## src/rtl/spi_cmd_decoder_pkg.sv

```systemverilog
// Shared opcodes and parser states for the SPI command decoder.
package spi_cmd_pkg;

  localparam logic [7:0] OP_MEM_WR = 8'h01;
  localparam logic [7:0] OP_REG_WR = 8'h02;

  typedef enum logic [2:0] {
    ST_IDLE,
    ST_CMD,
    ST_ADDR_HI,
    ST_ADDR_LO,
    ST_MEM_DATA,
    ST_REG_ADDR,
    ST_REG_DATA,
    ST_DISCARD
  } state_t;

endpackage

```

## src/rtl/spi_cmd_decoder_sync.sv

```systemverilog
// Single-bit multi-flop synchronizer for signals arriving from the SPI clock domain.
module sync_ff #(
  parameter int SyncStages = 2
) (
  input  logic Clk,
  input  logic Reset,
  input  logic D,
  output logic Q
);

  logic [SyncStages-1:0] stages;

  always_ff @(posedge Clk) begin
    if (Reset) stages <= '0;
    else       stages <= {stages[SyncStages-2:0], D};
  end

  assign Q = stages[SyncStages-1];

endmodule

```

## src/rtl/spi_cmd_decoder.sv

```systemverilog
// Parses SPI bytes into VRAM write frames (opcode 0x01) and register write frames (opcode 0x02).
module spi_cmd_decoder
  import spi_cmd_pkg::*;
#(
  parameter int AddrWidth  = 16,
  parameter int SyncStages = 2
) (
  input  logic                 Clk,
  input  logic                 Reset,
  input  logic                 SpiByteStrobe,
  input  logic                 SpiCSel,
  input  logic [7:0]           SpiData,
  output logic [AddrWidth-1:0] MemAddr,
  output logic [7:0]           MemData,
  output logic                 MemReq,
  input  logic                 MemAck,
  output logic [7:0]           RegAddr,
  output logic [7:0]           RegData,
  output logic                 RegWe,
  output logic                 FrameActive,
  output logic                 Overrun
);

  logic   strobeSync, cselSync;
  logic   strobePrev, cselPrev;
  logic   byteEvent;
  logic   [7:0] holdData;
  logic   [7:0] addrHi;
  logic   cselFall, cselRise;
  state_t state;

  sync_ff #(.SyncStages(SyncStages)) uStrobeSync (
    .Clk(Clk), .Reset(Reset), .D(SpiByteStrobe), .Q(strobeSync)
  );

  sync_ff #(.SyncStages(SyncStages)) uCselSync (
    .Clk(Clk), .Reset(Reset), .D(SpiCSel), .Q(cselSync)
  );

  // cselPrev clears to 0 so a CSel still low after reset is not seen as a new frame.
  assign cselFall = cselPrev & ~cselSync;
  assign cselRise = ~cselPrev & cselSync;

  always_ff @(posedge Clk) begin
    if (Reset) begin
      strobePrev <= 1'b0;
      cselPrev   <= 1'b0;
      byteEvent  <= 1'b0;
      holdData   <= 8'h00;
    end else begin
      strobePrev <= strobeSync;
      cselPrev   <= cselSync;
      byteEvent  <= strobeSync & ~strobePrev;
      if (strobeSync && !strobePrev) holdData <= SpiData;
    end
  end

  always_ff @(posedge Clk) begin
    if (Reset) begin
      state       <= ST_IDLE;
      MemAddr     <= '0;
      MemData     <= 8'h00;
      MemReq      <= 1'b0;
      RegAddr     <= 8'h00;
      RegData     <= 8'h00;
      RegWe       <= 1'b0;
      FrameActive <= 1'b0;
      Overrun     <= 1'b0;
      addrHi      <= 8'h00;
    end else begin
      RegWe       <= 1'b0;
      FrameActive <= ~cselSync;
      if (RegWe) RegAddr <= RegAddr + 8'd1;
      // A pending VRAM write completes regardless of frame state.
      if (MemReq && MemAck) begin
        MemReq  <= 1'b0;
        MemAddr <= MemAddr + AddrWidth'(1);
      end
      if (cselRise) begin
        state <= ST_IDLE;
      end else if (cselFall) begin
        state   <= ST_CMD;
        Overrun <= 1'b0;
      end else if (byteEvent) begin
        case (state)
          ST_CMD: begin
            if (holdData == OP_MEM_WR)      state <= ST_ADDR_HI;
            else if (holdData == OP_REG_WR) state <= ST_REG_ADDR;
            else                            state <= ST_DISCARD;
          end
          ST_ADDR_HI: begin
            addrHi <= holdData;
            state  <= ST_ADDR_LO;
          end
          ST_ADDR_LO: begin
            MemAddr <= AddrWidth'({addrHi, holdData});
            state   <= ST_MEM_DATA;
          end
          ST_MEM_DATA: begin
            if (MemReq && !MemAck) begin
              Overrun <= 1'b1;
            end else begin
              MemData <= holdData;
              MemReq  <= 1'b1;
            end
          end
          ST_REG_ADDR: begin
            RegAddr <= holdData;
            state   <= ST_REG_DATA;
          end
          ST_REG_DATA: begin
            RegData <= holdData;
            RegWe   <= 1'b1;
          end
          default: ;
        endcase
      end
    end
  end

endmodule

```

## config.mk

```make
export PLATFORM = sky130hd
export DESIGN_NAME = spi_cmd_decoder
export DESIGN_NICKNAME = d
export VERILOG_FILES = /design/src/rtl/spi_cmd_decoder_pkg.sv /design/src/rtl/spi_cmd_decoder_sync.sv /design/src/rtl/spi_cmd_decoder.sv
export SDC_FILE = /design/constraint.sdc
export NUM_CORES = 1
export LEC_CHECK = 0
export CAP_MARGIN = 40
export CORE_MARGIN = 5
export CORE_UTILIZATION = 51
export DETAILED_ROUTE_END_ITERATION = 8
export HOLD_SLACK_MARGIN = 0.15
export PLACE_DENSITY = 0.79
export REMOVE_ABC_BUFFERS = 1
export SETUP_SLACK_MARGIN = 0.5
export SYNTH_ARGS = -nofsm -noshare
export SYNTH_HDL_FRONTEND = slang
export SYNTH_SLANG_ARGS = --single-unit
```

## constraint.sdc

```tcl
create_clock -name Clk -period 2.3 [get_ports Clk]
set_clock_uncertainty 0.15 [all_clocks]
set_input_delay 0.345 -clock Clk [delete_from_list [all_inputs] [get_ports Clk]]
set_output_delay 0.345 -clock Clk [all_outputs]
set_load 0.02 [all_outputs]
```

Word level (Yosys, flattened, before mapping)
Index checks and enable logic that the tools add are counted.

Register bits after elaboration: 70. Word-level logic and storage cells: 82. Bits of input ports: 13. Output and inout bits: 44.

Eq/ne operators: 8. Multiplexer cells: 26. Reductions and logical operators: 19. Add/sub/neg operators: 2. Bitwise logic cells: 10.

Operator list (count): $mux 16 (5); $mux 8 (5); $add 16x1->16 const B (1); $mux 1 (13); $pmux 3 s4 (1); $reduce_and 4->1 (3); $eq 3x3->1 const B (3); $add 8x1->8 const B (1); $eq 8x1->1 const B (1); $eq 8x2->1 const B (1); $not 1->1 (7); $eq 3x2->1 const B (2); $reduce_bool 2->1 (3); $reduce_and 5->1 (1); $reduce_bool 5->1 (1); $reduce_and 2->1 (2); $reduce_bool 4->1 (1); $reduce_or 4->1 (1); $and 1x1->1 (3); $eq 3x1->1 const B (1); $logic_and 1x1->1 (3); $mux 3 (1); $reduce_or 3->1 (1); $logic_not 1->1 (2); 2 further kinds (2).

Logic depth before layout (Yosys ltp)
Gate-level depths: netlist of run 1.

Depth after elaboration: 7. Mapped depth: 7. Gate-level depth less buffers: 6.

By module
From an unflattened synthesis of run 1, not the netlist that was laid out.

Cell total of the unflattened synthesis: 328. Area, all modules: 2985.4 um2.

By module, submodules not included: spi_cmd_decoder (sequential area each 1321.3 um2, cells each 320, area an instance 2880.3 um2, times used 1); sync_ff (sequential area each 40.0 um2, cells each 4, area an instance 52.6 um2, times used 2).

Worst setup path before layout of run 1
Ideal clock, no wire load.

Path type: flip-flop to flip-flop. From: reg MemReq. To: reg MemAddr[13]. Buffers on the path: 1. Required time: 2059 ps. Setup slack: 193 ps. Arrival: 1866 ps. Stages on the path, launching flop included: 6. Period minus slack after synthesis: 2107 ps. Library setup time: 91 ps. Cell sequence: dfxtp_1 -> nand3_2 -> or4_1 -> clkbuf_2 -> or3_1 -> a311oi_1.

Cells in the longest elaborated chain, start to end: 6.

RTL lines: start, declared (line spi_cmd_decoder.sv:15) `output logic MemReq,`; start signal, assigned (line spi_cmd_decoder.sv:63) `MemReq <= 1'b0;`; start signal, assigned (line spi_cmd_decoder.sv:76) `MemReq <= 1'b0;`; start signal, assigned (line spi_cmd_decoder.sv:104) `MemReq <= 1'b1;`; $logic_and 1x1->1 (*) (line spi_cmd_decoder.sv:75) `if (MemReq && MemAck) begin`; $mux 16 (*) (line spi_cmd_decoder.sv:75); $mux 16 (line spi_cmd_decoder.sv:85) `case (state)`; $mux 16 (line spi_cmd_decoder.sv:84) `end else if (byteEvent) begin`; $mux 16 (line spi_cmd_decoder.sv:81) `end else if (cselFall) begin`; $mux 16 (*) (line spi_cmd_decoder.sv:79) `if (cselRise) begin`; end signal, assigned (line spi_cmd_decoder.sv:77) `MemAddr <= MemAddr + AddrWidth'(1);`; end signal, assigned (line spi_cmd_decoder.sv:96) `MemAddr <= AddrWidth'({addrHi, holdData});`; end, declared (line spi_cmd_decoder.sv:13) `output logic [AddrWidth-1:0] MemAddr,`.

Every way passes the cells marked *; elsewhere a longest branch is shown, timed or not. A chain may end at the register's enable or synchronous reset.

Final worst setup path of run 1
From: reg MemAddr[5]. To: reg MemAddr[11].

Cells in the longest elaborated chain, start to end: 6.

RTL lines (line): $add 16x1->16 (*) (spi_cmd_decoder.sv:77); $mux 16 (*) (spi_cmd_decoder.sv:75); $mux 16 (spi_cmd_decoder.sv:85); $mux 16 (spi_cmd_decoder.sv:84); $mux 16 (spi_cmd_decoder.sv:81); $mux 16 (*) (spi_cmd_decoder.sv:79).

Marks and branches as above.

==> metrics.md, run 1 <==
| Metric | Value |
|---|---|
| Cells after synthesis | `about 330` |
| Placed Area | `roughly 3600 µm²` |
| Placer Congestion | `between 0.8 and 0.9` |
| Share of cells above drive strength 1 | `between 10% and 20%` |
| FMAX | `~520 MHz` |
| Clock sink total | `70` |
| Register share of total power | `between 40 and 50%` |
| Critical Path Source | `MemAddr[5]$_SDFF_PP0_` |
| Total core area | `5540 µm²` |
| Hold slack final | `roughly 0.28 ns` |
| Vias in the first global route | `2583` |
| DRC errors left | `0` |
| Int Pwr | `2000 µW` |
| Hold Crit Depth | `1` |
| Clock Path Buffers | `2` |
| Final Slew Violations | `0` |
| Synthesized area per cell | `between 8 and 9 µm²` |
| P_leak | `around 0.0020 µW` |
| Hold Crit Class | `reg2reg` |
| Area of the multi-input gates | `1550 µm²` |
| RSZ-0062 raised after global routing | `yes` |
| Diode count | `0` |
| HPWL after detailed placement | `around 4700 µm` |
| Hold Startpoint | `strobePrev$_SDFF_PP0_` |
| Pre-CTS WS | `-0.329 ns` |
| Worst Slack Setup Final | `between 0.3 and 0.4 ns` |
| CTS tree | `done` |
| VDD IR-drop max | `a little over 0.5 mV` |
| Min-Delay Endpoint | `byteEvent$_SDFF_PP0_` |
| Slowest stage delay, CP | `around 0.59 ns` |
| Final hold vios | `0` |
| RR Startpoint | `MemAddr[5]$_SDFF_PP0_` |
| Post-synth top flop | `dfxtp_1` |
| Vias per inst | `5.57` |
| Tcrit/Tclk final | `83.1%` |
| DR iter-0 viols | `roughly 210` |
| Power per Cell Area | `roughly 610 nW/µm²` |
| Status | `completed` |
| Final setup viols | `0` |
| Total grt overflow | `0` |
| Launching element type of the critical path | `flop` |
| Worst-path clk slew | `about 0.080 ns` |
| Sequential area share after synthesis | `47.9%` |
| Crit path capture type | `flop` |
| Yosys cell types | `34` |
| Die ar. | `around 7400 µm²` |
| H-tree Lvls | `3` |
| Net Sw Frac | `20.2%` |
| Die Height | `85.8 µm` |
| Area grow syn2layout | `41.7%` |
| Global-route wire length before repair | `12300 µm` |
| FF-to-FF path depth | `4` |
| Hold_buf cts | `0` |
| Comb power frac | `under 10%` |
| Slew HR | `56.5%` |
| Die Span X | `85.8 µm` |
| Register Area | `approximately 1400 µm²` |
| Largest net degree at the start of global routing | `36` |
| Root Buffer | `clkbuf_8` |
| Worst Path Required | `~2.4 ns` |
| Worst slew pin tran | `0.653 ns` |
| Worst Path Max Fanout | `7` |
| Inserted Clock Buffers | `9` |
| Worst R2R Setup Slack | `~0.4 ns` |
| Yosys reg bits | `70` |
| Global Route Usage Sum | `21.1%` |
| Total number of placement rows | `27` |
| Post-route cell area | `between 4000 and 5000 µm²` |
| R2R Path End | `MemAddr[11]$_SDFF_PP0_` |
| YS warnings | `0` |
| Slowest cell on the critical path | `or4_4` |
| Max cap viols | `0` |
| WL final | `approximately 7600 µm` |
| Via Count | `around 2700` |
| Drt first pass iters | `5` |
| Async SR Flop Fraction | `0%` |
| Worst path arrival time | `about 2 ns` |
| Skew-Pair Late Insertion Delay | `0.34 ns` |
| Setup TNS Final | `0 ns` |
| Final antenna-violating net count | `0` |
| Final worst path period need | `approximately 1.9 ns` |
| Critical path, cell by cell | `nand3_4 > or4_4 > or3_4 > a311oi_2` |
| Port Buf Inserts | `56` |
| Clock share of power | `47.3%` |
| Initial antenna violation count | `0` |
| Setup CP Type | `reg2reg` |
| IO Pins | `57` |
| Fill cells | `slightly above 400` |
| P_sw | `507 µW` |
| Mapped cell area | `a little under 3000 µm²` |
| DR WL/cell | `about 16 µm` |
| Fin nets | `420` |
| Initial Util | `52.8%` |
| Count of flip-flops with a built-in enable after synthesis | `0` |
-- cell usage after synthesis, types with 2 or more instances --
library cell,number,area share [%]
xnor2_1,11,3.3
nor2b_1,10,2.1
mux2i_1,24,8.2
nor4_1,5,1.1
or3_1,4,0.85
a41oi_1,2,0.60
nand2_1,19,2.4
nor2_1,58,7.4
nor3_1,5,0.85
dfxtp_1,70,48
inv_1,10,1.3
a211oi_1,19,4.9
a311oi_1,6,1.8
nor4b_1,2,0.60
nand3_1,16,2.7
nand4_1,9,1.9
a21oi_1,13,2.2
o21ai_0,4,0.68
clkbuf_1,18,2.3
ha_1,4,1.7
xor2_1,6,1.8
-- per-layer routing --
layer / routed length [µm] / vias to the layer above / global-route usage [%] / share of wire (%)
li1: - / 1302 / - / -
met1: 3260 / 1270 / 26.1 / 43
met2: 3780 / 78 / 35.9 / 49
met3: 449 / 16 / 4.90 / 5.9
met4: 149 / 0 / 7.77 / 2.0
met5: 0 / - / 0 / 0
-- sequential cells by signal (all words and copies together), names as in the netlist, 2 cells and up --
register,cells
holdData,8
RegData,8
uCselSync.stages,2
addrHi,8
state,3
uStrobeSync.stages,2
MemData,8
RegAddr,8
MemAddr,16
-- critical path, delay by kind of cell (launching register included) --
kind            cells  cell delay (ns)
compound gates      1             0.27
flops               1             0.38
simple gates        3             1.02
-- repair_timing --
item / 4_1_cts / 5_1_grt
buffers inserted: 7 / 4
pin swaps: 6 / 14
cloned: 0 / 1
resized for setup: 55 / 43
setup endpoints to repair: 61 / 58
-- stage by stage --
step,util [%],instances,total power (µW)
6_report,74.9,479,2510
3_5_place_dp,65.3,452,1350
2_1_floorplan,-,308,1290
5_1_grt,74.9,479,2600
3_3_place_gp,65.3,452,1350
4_1_cts,71.2,474,2520
-- layout by cell type, fill, tap and decap left out, types with 3 or more instances in the layout --
| cell | netlist | layout |
|---|---|---|
| a211oi_1 | 19 | 19 |
| a21oi_1 | 13 | 13 |
| a311oi_1 | 6 | 5 |
| buf_4 | 0 | 23 |
| buf_6 | 0 | 3 |
| bufinv_16 | 0 | 3 |
| clkbuf_8 | 0 | 10 |
| clkdlybuf4s50_1 | 0 | 10 |
| dfxtp_1 | 70 | 59 |
| dfxtp_2 | 0 | 4 |
| dfxtp_4 | 0 | 7 |
| dlygate4sd2_1 | 0 | 30 |
| dlymetal6s2s_1 | 0 | 14 |
| inv_1 | 10 | 9 |
| mux2i_1 | 24 | 23 |
| nand2_1 | 19 | 13 |
| nand2_2 | 0 | 4 |
| nand3_1 | 16 | 14 |
| nand4_1 | 9 | 9 |
| nor2_1 | 58 | 57 |
| nor2b_1 | 10 | 10 |
| nor3_1 | 5 | 4 |
| nor4_1 | 5 | 4 |
| o21ai_0 | 4 | 4 |
| xnor2_1 | 11 | 11 |
| xor2_1 | 6 | 6 |
-- area by class of cell --
| type | count | share of cell area, % |
|---|---|---|
| Multi-Input combinational cell | 228 | 37.3 |
| Inverter | 10 | 0.965 |
| Clock buffer | 11 | 3.41 |
| Tap cell | 72 | 2.17 |
| Sequential cell | 70 | 34.5 |
| Clock inverter | 4 | 2.29 |
| Timing Repair Buffer | 84 | 19.3 |
-- cell families after synthesis --
| kind of cell | synth area share [%] |
|---|---|
| AO/OA/AOI/OAI | 11.3 |
| XOR/XNOR | 5.09 |
| adder cells (fa/ha/maj) | 1.71 |
| buffers and inverters | 3.89 |
| flip-flops | 47.9 |
| multiplexers | 8.21 |
| AND/OR/NAND/NOR | 21.9 |
-- how the worst max path moves through the flow --
stage                              end  slack (ns)  cells past startpoint
6_report        MemAddr[11]$_SDFF_PP0_        0.39                      4
3_5_place_dp    MemAddr[11]$_SDFF_PP0_       -0.33                      5
5_1_grt         MemAddr[11]$_SDFF_PP0_        0.33                      4
4_1_cts         MemAddr[11]$_SDFF_PP0_        0.39                      4
3_3_place_gp    MemAddr[15]$_SDFF_PP0_       -0.22                      5
2_1_floorplan  MemData[0]$_SDFFE_PP0P_       -0.52                      6
-- power by group through the flow --
stage	Sequential [µW]	Clock (µW)	Combinational, µW
2_1_floorplan	1260	0	25.6
4_1_cts	1230	1200	88.2
5_1_grt	1230	1270	102
3_5_place_dp	1260	0	85.5
6_report	1230	1190	95.2
3_3_place_gp	1260	0	84.0
Note: power is estimated with default switching activity, not from simulation.
==> run 2, diff against run 1 <==
==> constraint.sdc (replaced) <==
create_clock -name Clk -period 1.9 [get_ports Clk]
set_clock_uncertainty 0.15 [all_clocks]
set_input_delay 0.285 -clock Clk [delete_from_list [all_inputs] [get_ports Clk]]
set_output_delay 0.285 -clock Clk [all_outputs]
set_load 0.02 [all_outputs]
==> run 2 against run 1 <==
Non-clock buffer count grew 30. Global-route usage grew 2.8 points. Highest routed layer unchanged. Largest power group unchanged. Sequential share of layout area shrank 4.1 points. Clock power is essentially flat.
==> metrics.md, run 2 (synthesis results as in run 1) <==
| Metric | Value |
|---|---|
| Status | `completed` |
| Worst Path Required | `2.01 ns (-0.38 ns)` |
| Global Route Usage Sum | `24.0% (+2.8 points)` |
| DR WL/cell | `21.8 µm (+37%)` |
| Post-route cell area | `4730 µm² (+14%)` |
| Max cap viols | `0 (unchanged)` |
| Fin nets | `450 (+7.1%)` |
| Final hold vios | `0 (unchanged)` |
| Root Buffer | `clkbuf_8` |
| Launching element type of the critical path | `flop` |
| Die Height | `85.8 µm (unchanged)` |
| Crit path capture type | `flop` |
| Final worst path period need | `1.85 ns (-0.0559 ns)` |
| Critical Path Source | `MemAddr[3]$_SDFF_PP0_` |
| CTS tree | `done` |
| Commonest cells after routing, fill and taps aside | `dfxtp_1 (43), nor2_1 (37), buf_2 (33)` |
| Hold Crit Class | `reg2reg` |
| Vias in the first global route | `2791 (+8.1%)` |
| Initial antenna violation count | `0 (unchanged)` |
| Inserted Clock Buffers | `9 (unchanged)` |
| IO Pins | `57 (unchanged)` |
| Area grow syn2layout | `61.7%` |
| Final setup viols | `0 (unchanged)` |
| Diode count | `0 (unchanged)` |
| FF-to-FF path depth | `4 (unchanged)` |
| Commonest non-fill, non-tap cell in the layout | `dfxtp_1` |
| H-tree Lvls | `3 (unchanged)` |
| Setup CP Type | `reg2reg` |
| Power Total | `2860 µW (+14%)` |
| WL final | `11100 µm (+45%)` |
| Via Count | `3105 (+16%)` |
| Placed Area | `3820 µm² (+5.6%)` |
| Tcrit/Tclk final | `97.6% (+15 points)` |
| Final antenna-violating net count | `0 (unchanged)` |
| Power per Cell Area | `604 nW/µm² (-0.13%)` |
| DR iter-0 viols | `279 (+31%)` |
| Total number of placement rows | `27 (unchanged)` |
| Largest net degree at the start of global routing | `33 (-8.3%)` |
| Initial Util | `52.8% (unchanged)` |
| Slowest cell on the critical path | `or4_4` |
| R2R Path End | `MemAddr[13]$_SDFF_PP0_` |
| Slowest stage delay, CP | `0.58 ns (about the same)` |
| HPWL after detailed placement | `5200 µm (+10%)` |
| VDD IR-drop max | `0.563 mV (+10%)` |
| Clock sink total | `70 (unchanged)` |
| DRC errors left | `0 (unchanged)` |
| Worst slew pin tran | `0.727 ns (+0.0739 ns)` |
| Slew HR | `51.5% (-4.9 points)` |
| Delay-heaviest family, CP | `simple AND/OR/NAND/NOR gates` |
| Hold Startpoint | `strobePrev$_SDFF_PP0_` |
| RSZ-0062 raised after global routing | `yes` |
| Port Buf Inserts | `56 (unchanged)` |
| Hold_buf cts | `0 (unchanged)` |
| Die Span X | `85.8 µm (unchanged)` |
| Global-route wire length before repair | `13800 µm (+12%)` |
| Placed Cells | `474 (+4.9%)` |
| Worst R2R Setup Slack | `0.05 ns (-0.34 ns)` |
| Min-Delay Endpoint | `byteEvent$_SDFF_PP0_` |
| Max FFs per register | `16 (unchanged)` |
| Total grt overflow | `0 (unchanged)` |
| Drt first pass iters | `7 (+2)` |
| Hold Crit Depth | `1 (unchanged)` |
| RR Startpoint | `MemAddr[3]$_SDFF_PP0_` |
| Final Slew Violations | `0 (unchanged)` |
| Worst Path Max Fanout | `5 (-2)` |
| Die ar. | `7360 µm² (unchanged)` |
| FMAX | `539 MHz (+3.0%)` |
| Skew-Pair Late Insertion Delay | `0.36 ns (+0.02 ns)` |
| Total core area | `5540 µm² (unchanged)` |
| P_leak | `0.00196 µW (-0.16%)` |
| Reg with most FFs | `MemAddr` |
| Final Non-Filler Cells | `509 (+6.3%)` |
| WP buf/inv | `0 (unchanged)` |
| Placer Congestion | `0.921 (+9.2%)` |
| Share of cells above drive strength 1 | `54.5% (+36 points)` |
| Vias per inst | `6.10 (+9.6%)` |
| Worst-path clk slew | `0.08 ns (about the same)` |
| Critical path, cell by cell | `nand3_2 > or4_4 > or3_4 > a311oi_2` |
| Clock Path Buffers | `2 (unchanged)` |
| Worst path arrival time | `1.97 ns (-0.03 ns)` |
==> run 2: cell count changes in the layout (fill, tap and decap cells not counted), sizes merged <==
cell,delta
buf,+71
clkinv,+2
clkinvlp,+2
bufinv,-2
dlygate4sd2,-29
dlymetal6s2s,-14
==> run 2: power by group <==
group | internal (µW) | switching [µW]
Sequential | 1480 | 13.6
Clock | 596 | 604
Combinational | 76.8 | 94.2
==> run 2: how the worst max path moves through the flow <==
stage,end,cells past startpoint
final,MemAddr[13]$_SDFF_PP0_,4
after global routing,MemAddr[11]$_SDFF_PP0_,4
after CTS,MemAddr[13]$_SDFF_PP0_,4
after detailed placement,MemAddr[13]$_SDFF_PP0_,5
after global placement,MemAddr[11]$_SDFF_PP0_,5
after floorplan,MemData[0]$_SDFFE_PP0P_,6
==> run 2: final cells by class <==
type,instances,area (µm²)
tap,72,90.1
clock buffer,9,124
clock inverter,6,63.8
timing repair buffer,114,1010
sequential,70,1440
inverter,10,37.5
multi-input combinational,228,1970
fill,266,806
==> run 2: per-stage QoR <==
step | hold WS, ns | worst slack (ns) | setup TNS (ns) | utilization [%]
detailed placement | 0.257 | -0.521 | -3.07 | 68.9
CTS | 0.267 | 0.131 | 0 | 76.9
global placement | 0.250 | -0.436 | -2.16 | 68.9
floorplan | 0.202 | -0.919 | -26.75 | -
global route | 0.306 | 0.0123 | 0 | 85.5
finish | 0.270 | 0.0456 | 0 | 85.5
==> run 2: layer usage <==
metal | track usage (%) | up-vias | wire length (µm)
li1 | - | 1361 | -
met1 | 28.8 | 1518 | 4250
met2 | 40.6 | 158 | 5440
met3 | 4.42 | 68 | 734
met4 | 12.7 | 0 | 654
met5 | 0 | - | 0
==> run 2: what timing repair did <==
item                       in CTS  in global routing
setup endpoints to repair      97                 73
pin swaps                      31                 25
setup buffers                   5                 10
hold endpoints to repair        0                  0
resized for setup             260                115
cloned                          2                  3
==> run 3, diff against run 2 <==
--- a/config.mk
+++ b/config.mk
@@ -8,9 +8,11 @@
 export CAP_MARGIN = 40
 export CORE_MARGIN = 5
 export CORE_UTILIZATION = 51
+export CTS_CLUSTER_SIZE = 8
 export DETAILED_ROUTE_END_ITERATION = 8
 export HOLD_SLACK_MARGIN = 0.15
 export PLACE_DENSITY = 0.79
+export RECOVER_POWER = 25
 export REMOVE_ABC_BUFFERS = 1
 export SETUP_SLACK_MARGIN = 0.5
 export SYNTH_ARGS = -nofsm -noshare
==> run 3 against run 2 <==
Final cell count unchanged. Combinational power about the same. Die area stayed put. Non-clock buffer count unchanged. Sequential share of layout area up 0.15 points. Register-to-register slack barely moved. Hold slack worse by 0.00075 ns. Critical path type unchanged. Largest power group unchanged. Highest routed layer unchanged.
==> metrics.md, run 3 (synthesis results as in run 1) <==
| Metric | Value |
|---|---|
| Worst-path clk slew | `0.08 ns (about the same)` |
| Largest net degree at the start of global routing | `33 (unchanged)` |
| Clock Path Buffers | `2 (unchanged)` |
| Total number of placement rows | `27 (unchanged)` |
| Status | `completed` |
| Worst Slack Setup Final | `0.0444 ns (-0.00125 ns)` |
| DR WL/cell | `21.6 µm (-0.83%)` |
| Fill cells | `279 (+4.9%)` |
| WL final | `11000 µm (-0.83%)` |
| Initial Util | `52.8% (unchanged)` |
| Clock sink total | `70 (unchanged)` |
| Placer Congestion | `0.921 (unchanged)` |
| Port Buf Inserts | `56 (unchanged)` |
| DRC errors left | `0 (unchanged)` |
| Global-route wire length before repair | `13800 µm (unchanged)` |
| IO Pins | `57 (unchanged)` |
| RR Startpoint | `MemAddr[3]$_SDFF_PP0_` |
| Commonest cells after routing, fill and taps aside | `dfxtp_1 (43), nor2_1 (37), buf_4 (30)` |
| Max FFs per register | `16 (unchanged)` |
| R2R Path End | `MemAddr[13]$_SDFF_PP0_` |
| HPWL after detailed placement | `5200 µm (unchanged)` |
| Root Buffer | `clkbuf_8` |
| Hold Crit Class | `reg2reg` |
| H-tree Lvls | `3 (unchanged)` |
| Final hold vios | `0 (unchanged)` |
| Worst slew pin tran | `0.821 ns (+0.0944 ns)` |
| Vias in the first global route | `2791 (unchanged)` |
| Final setup viols | `0 (unchanged)` |
| Hold Startpoint | `strobePrev$_SDFF_PP0_` |
| RSZ-0062 raised after global routing | `yes` |
| Die ar. | `7360 µm² (unchanged)` |
| Skew-Pair Late Insertion Delay | `0.35 ns (about the same)` |
| Tcrit/Tclk final | `97.7% (about the same)` |
| Diode count | `0 (unchanged)` |
| Commonest non-fill, non-tap cell in the layout | `dfxtp_1` |
| Placed Cells | `474 (unchanged)` |
| Slew HR | `45.2% (-6.3 points)` |
| Worst Path Max Fanout | `5 (unchanged)` |
| Setup CP Type | `reg2reg` |
| Final antenna-violating net count | `0 (unchanged)` |
| Final worst path period need | `1.86 ns (+0.00125 ns)` |
| Max cap viols | `0 (unchanged)` |
| Share of cells above drive strength 1 | `51.0% (-3.4 points)` |
| FF-to-FF path depth | `4 (unchanged)` |
| Worst Path Required | `2.01 ns (about the same)` |
| Inserted Clock Buffers | `9 (unchanged)` |
| VDD IR-drop max | `0.565 mV (+0.21%)` |
| Worst path arrival time | `1.97 ns (about the same)` |
| Drt first pass iters | `5 (-2)` |
| Area grow syn2layout | `60.9%` |
| Total grt overflow | `0 (unchanged)` |
| DR iter-0 viols | `274 (-1.8%)` |
| Launching element type of the critical path | `flop` |
| Final Non-Filler Cells | `509 (unchanged)` |
| Die Span X | `85.8 µm (unchanged)` |
| CTS tree | `done` |
| Die Height | `85.8 µm (unchanged)` |
| Slowest cell on the critical path | `or4_4` |
| Hold Crit Depth | `1 (unchanged)` |
| Final Slew Violations | `0 (unchanged)` |
| Total core area | `5540 µm² (unchanged)` |
| Min-Delay Endpoint | `byteEvent$_SDFF_PP0_` |
| Critical Path Source | `MemAddr[3]$_SDFF_PP0_` |
| FMAX | `539 MHz (about the same)` |
| Critical path, cell by cell | `nand3_2 > or4_4 > or3_4 > a311oi_2` |
| Power per Cell Area | `608 nW/µm² (+0.56%)` |
| Slowest stage delay, CP | `0.58 ns (about the same)` |
| Pre-CTS WS | `-0.521 ns (unchanged)` |
| Initial antenna violation count | `0 (unchanged)` |
| Via Count | `3081 (-0.77%)` |
| Crit path capture type | `flop` |
| Worst R2R Setup Slack | `0.04 ns (about the same)` |
| Fin nets | `450 (unchanged)` |
| Global Route Usage Sum | `24.0% (unchanged)` |
| Reg with most FFs | `MemAddr` |
| P_leak | `0.00189 µW (-3.4%)` |
| Vias per inst | `6.05 (-0.77%)` |
run 3: cell count changes in the layout (fill, tap and decap cells not counted):
cell,delta
clkbuf_2,+1
buf_4,-2
buf_2,-14
clkbuf_1,+15
run 3: worst max path at each step:
stage                              endpoint  slack [ns]  cells past startpoint
CTS                  MemAddr[13]$_SDFF_PP0_        0.13                      4
global placement     MemAddr[11]$_SDFF_PP0_       -0.44                      5
detailed placement   MemAddr[13]$_SDFF_PP0_       -0.52                      5
floorplan           MemData[0]$_SDFFE_PP0P_       -0.92                      6
finish               MemAddr[13]$_SDFF_PP0_        0.04                      4
global route         MemAddr[11]$_SDFF_PP0_        0.01                      4
run 3: report_power, final:
part | internal, µW | switching [µW] | total, µW
sequential | 1480 | 13.6 | 1490
clock | 596 | 607 | 1200
combinational | 75.6 | 93.6 | 169
total | 2150 | 714 | 2860
run 3: what timing repair did:
action	CTS	global route
setup endpoints to repair	97	73
hold endpoints to repair	0	0
resized for setup	260	115
setup buffers	5	10
hold buffers	0	0
pin swaps	31	25
gates cloned	2	3
run 3: cell type report:
cell class,count,area (µm²),area share [%]
multi-input cells,228,1970,41.9
flip-flops and latches,70,1440,30.6
repair buffers,114,982,20.8
clock buffers,9,124,2.63
well taps,72,90.1,1.91
clock inverters,6,63.8,1.35
inverters,10,37.5,0.797
run 3: stage by stage:
step | setup TNS (ns) | util [%] | hold WS [ns] | cell area [µm²] | total power (µW)
after global placement | -2.16 | 68.9 | 0.250 | 3820 | 1640
after CTS | 0 | 76.9 | 0.267 | 4260 | 2810
after detailed placement | -3.07 | 68.9 | 0.257 | 3820 | 1650
after floorplan | -26.75 | - | 0.202 | 2850 | 1560
final | 0 | 85.0 | 0.269 | 4710 | 2860
after global routing | 0 | 85.0 | 0.306 | 4710 | 2950
run 3: critical path: cells and delay by family (launching register included):
kind | cells | cell delay (ns)
flops | 1 | 0.37
simple gates | 3 | 1.02
compound gates | 1 | 0.22
run 3: routing by layer:
layer | routed length [µm] | GRT usage, % | vias to the layer above
met4 | 561 | 12.7 | 0
met3 | 795 | 4.42 | 57
met2 | 5540 | 40.6 | 158
met5 | 0 | 0 | -
li1 | - | - | 1362
met1 | 4100 | 28.8 | 1504
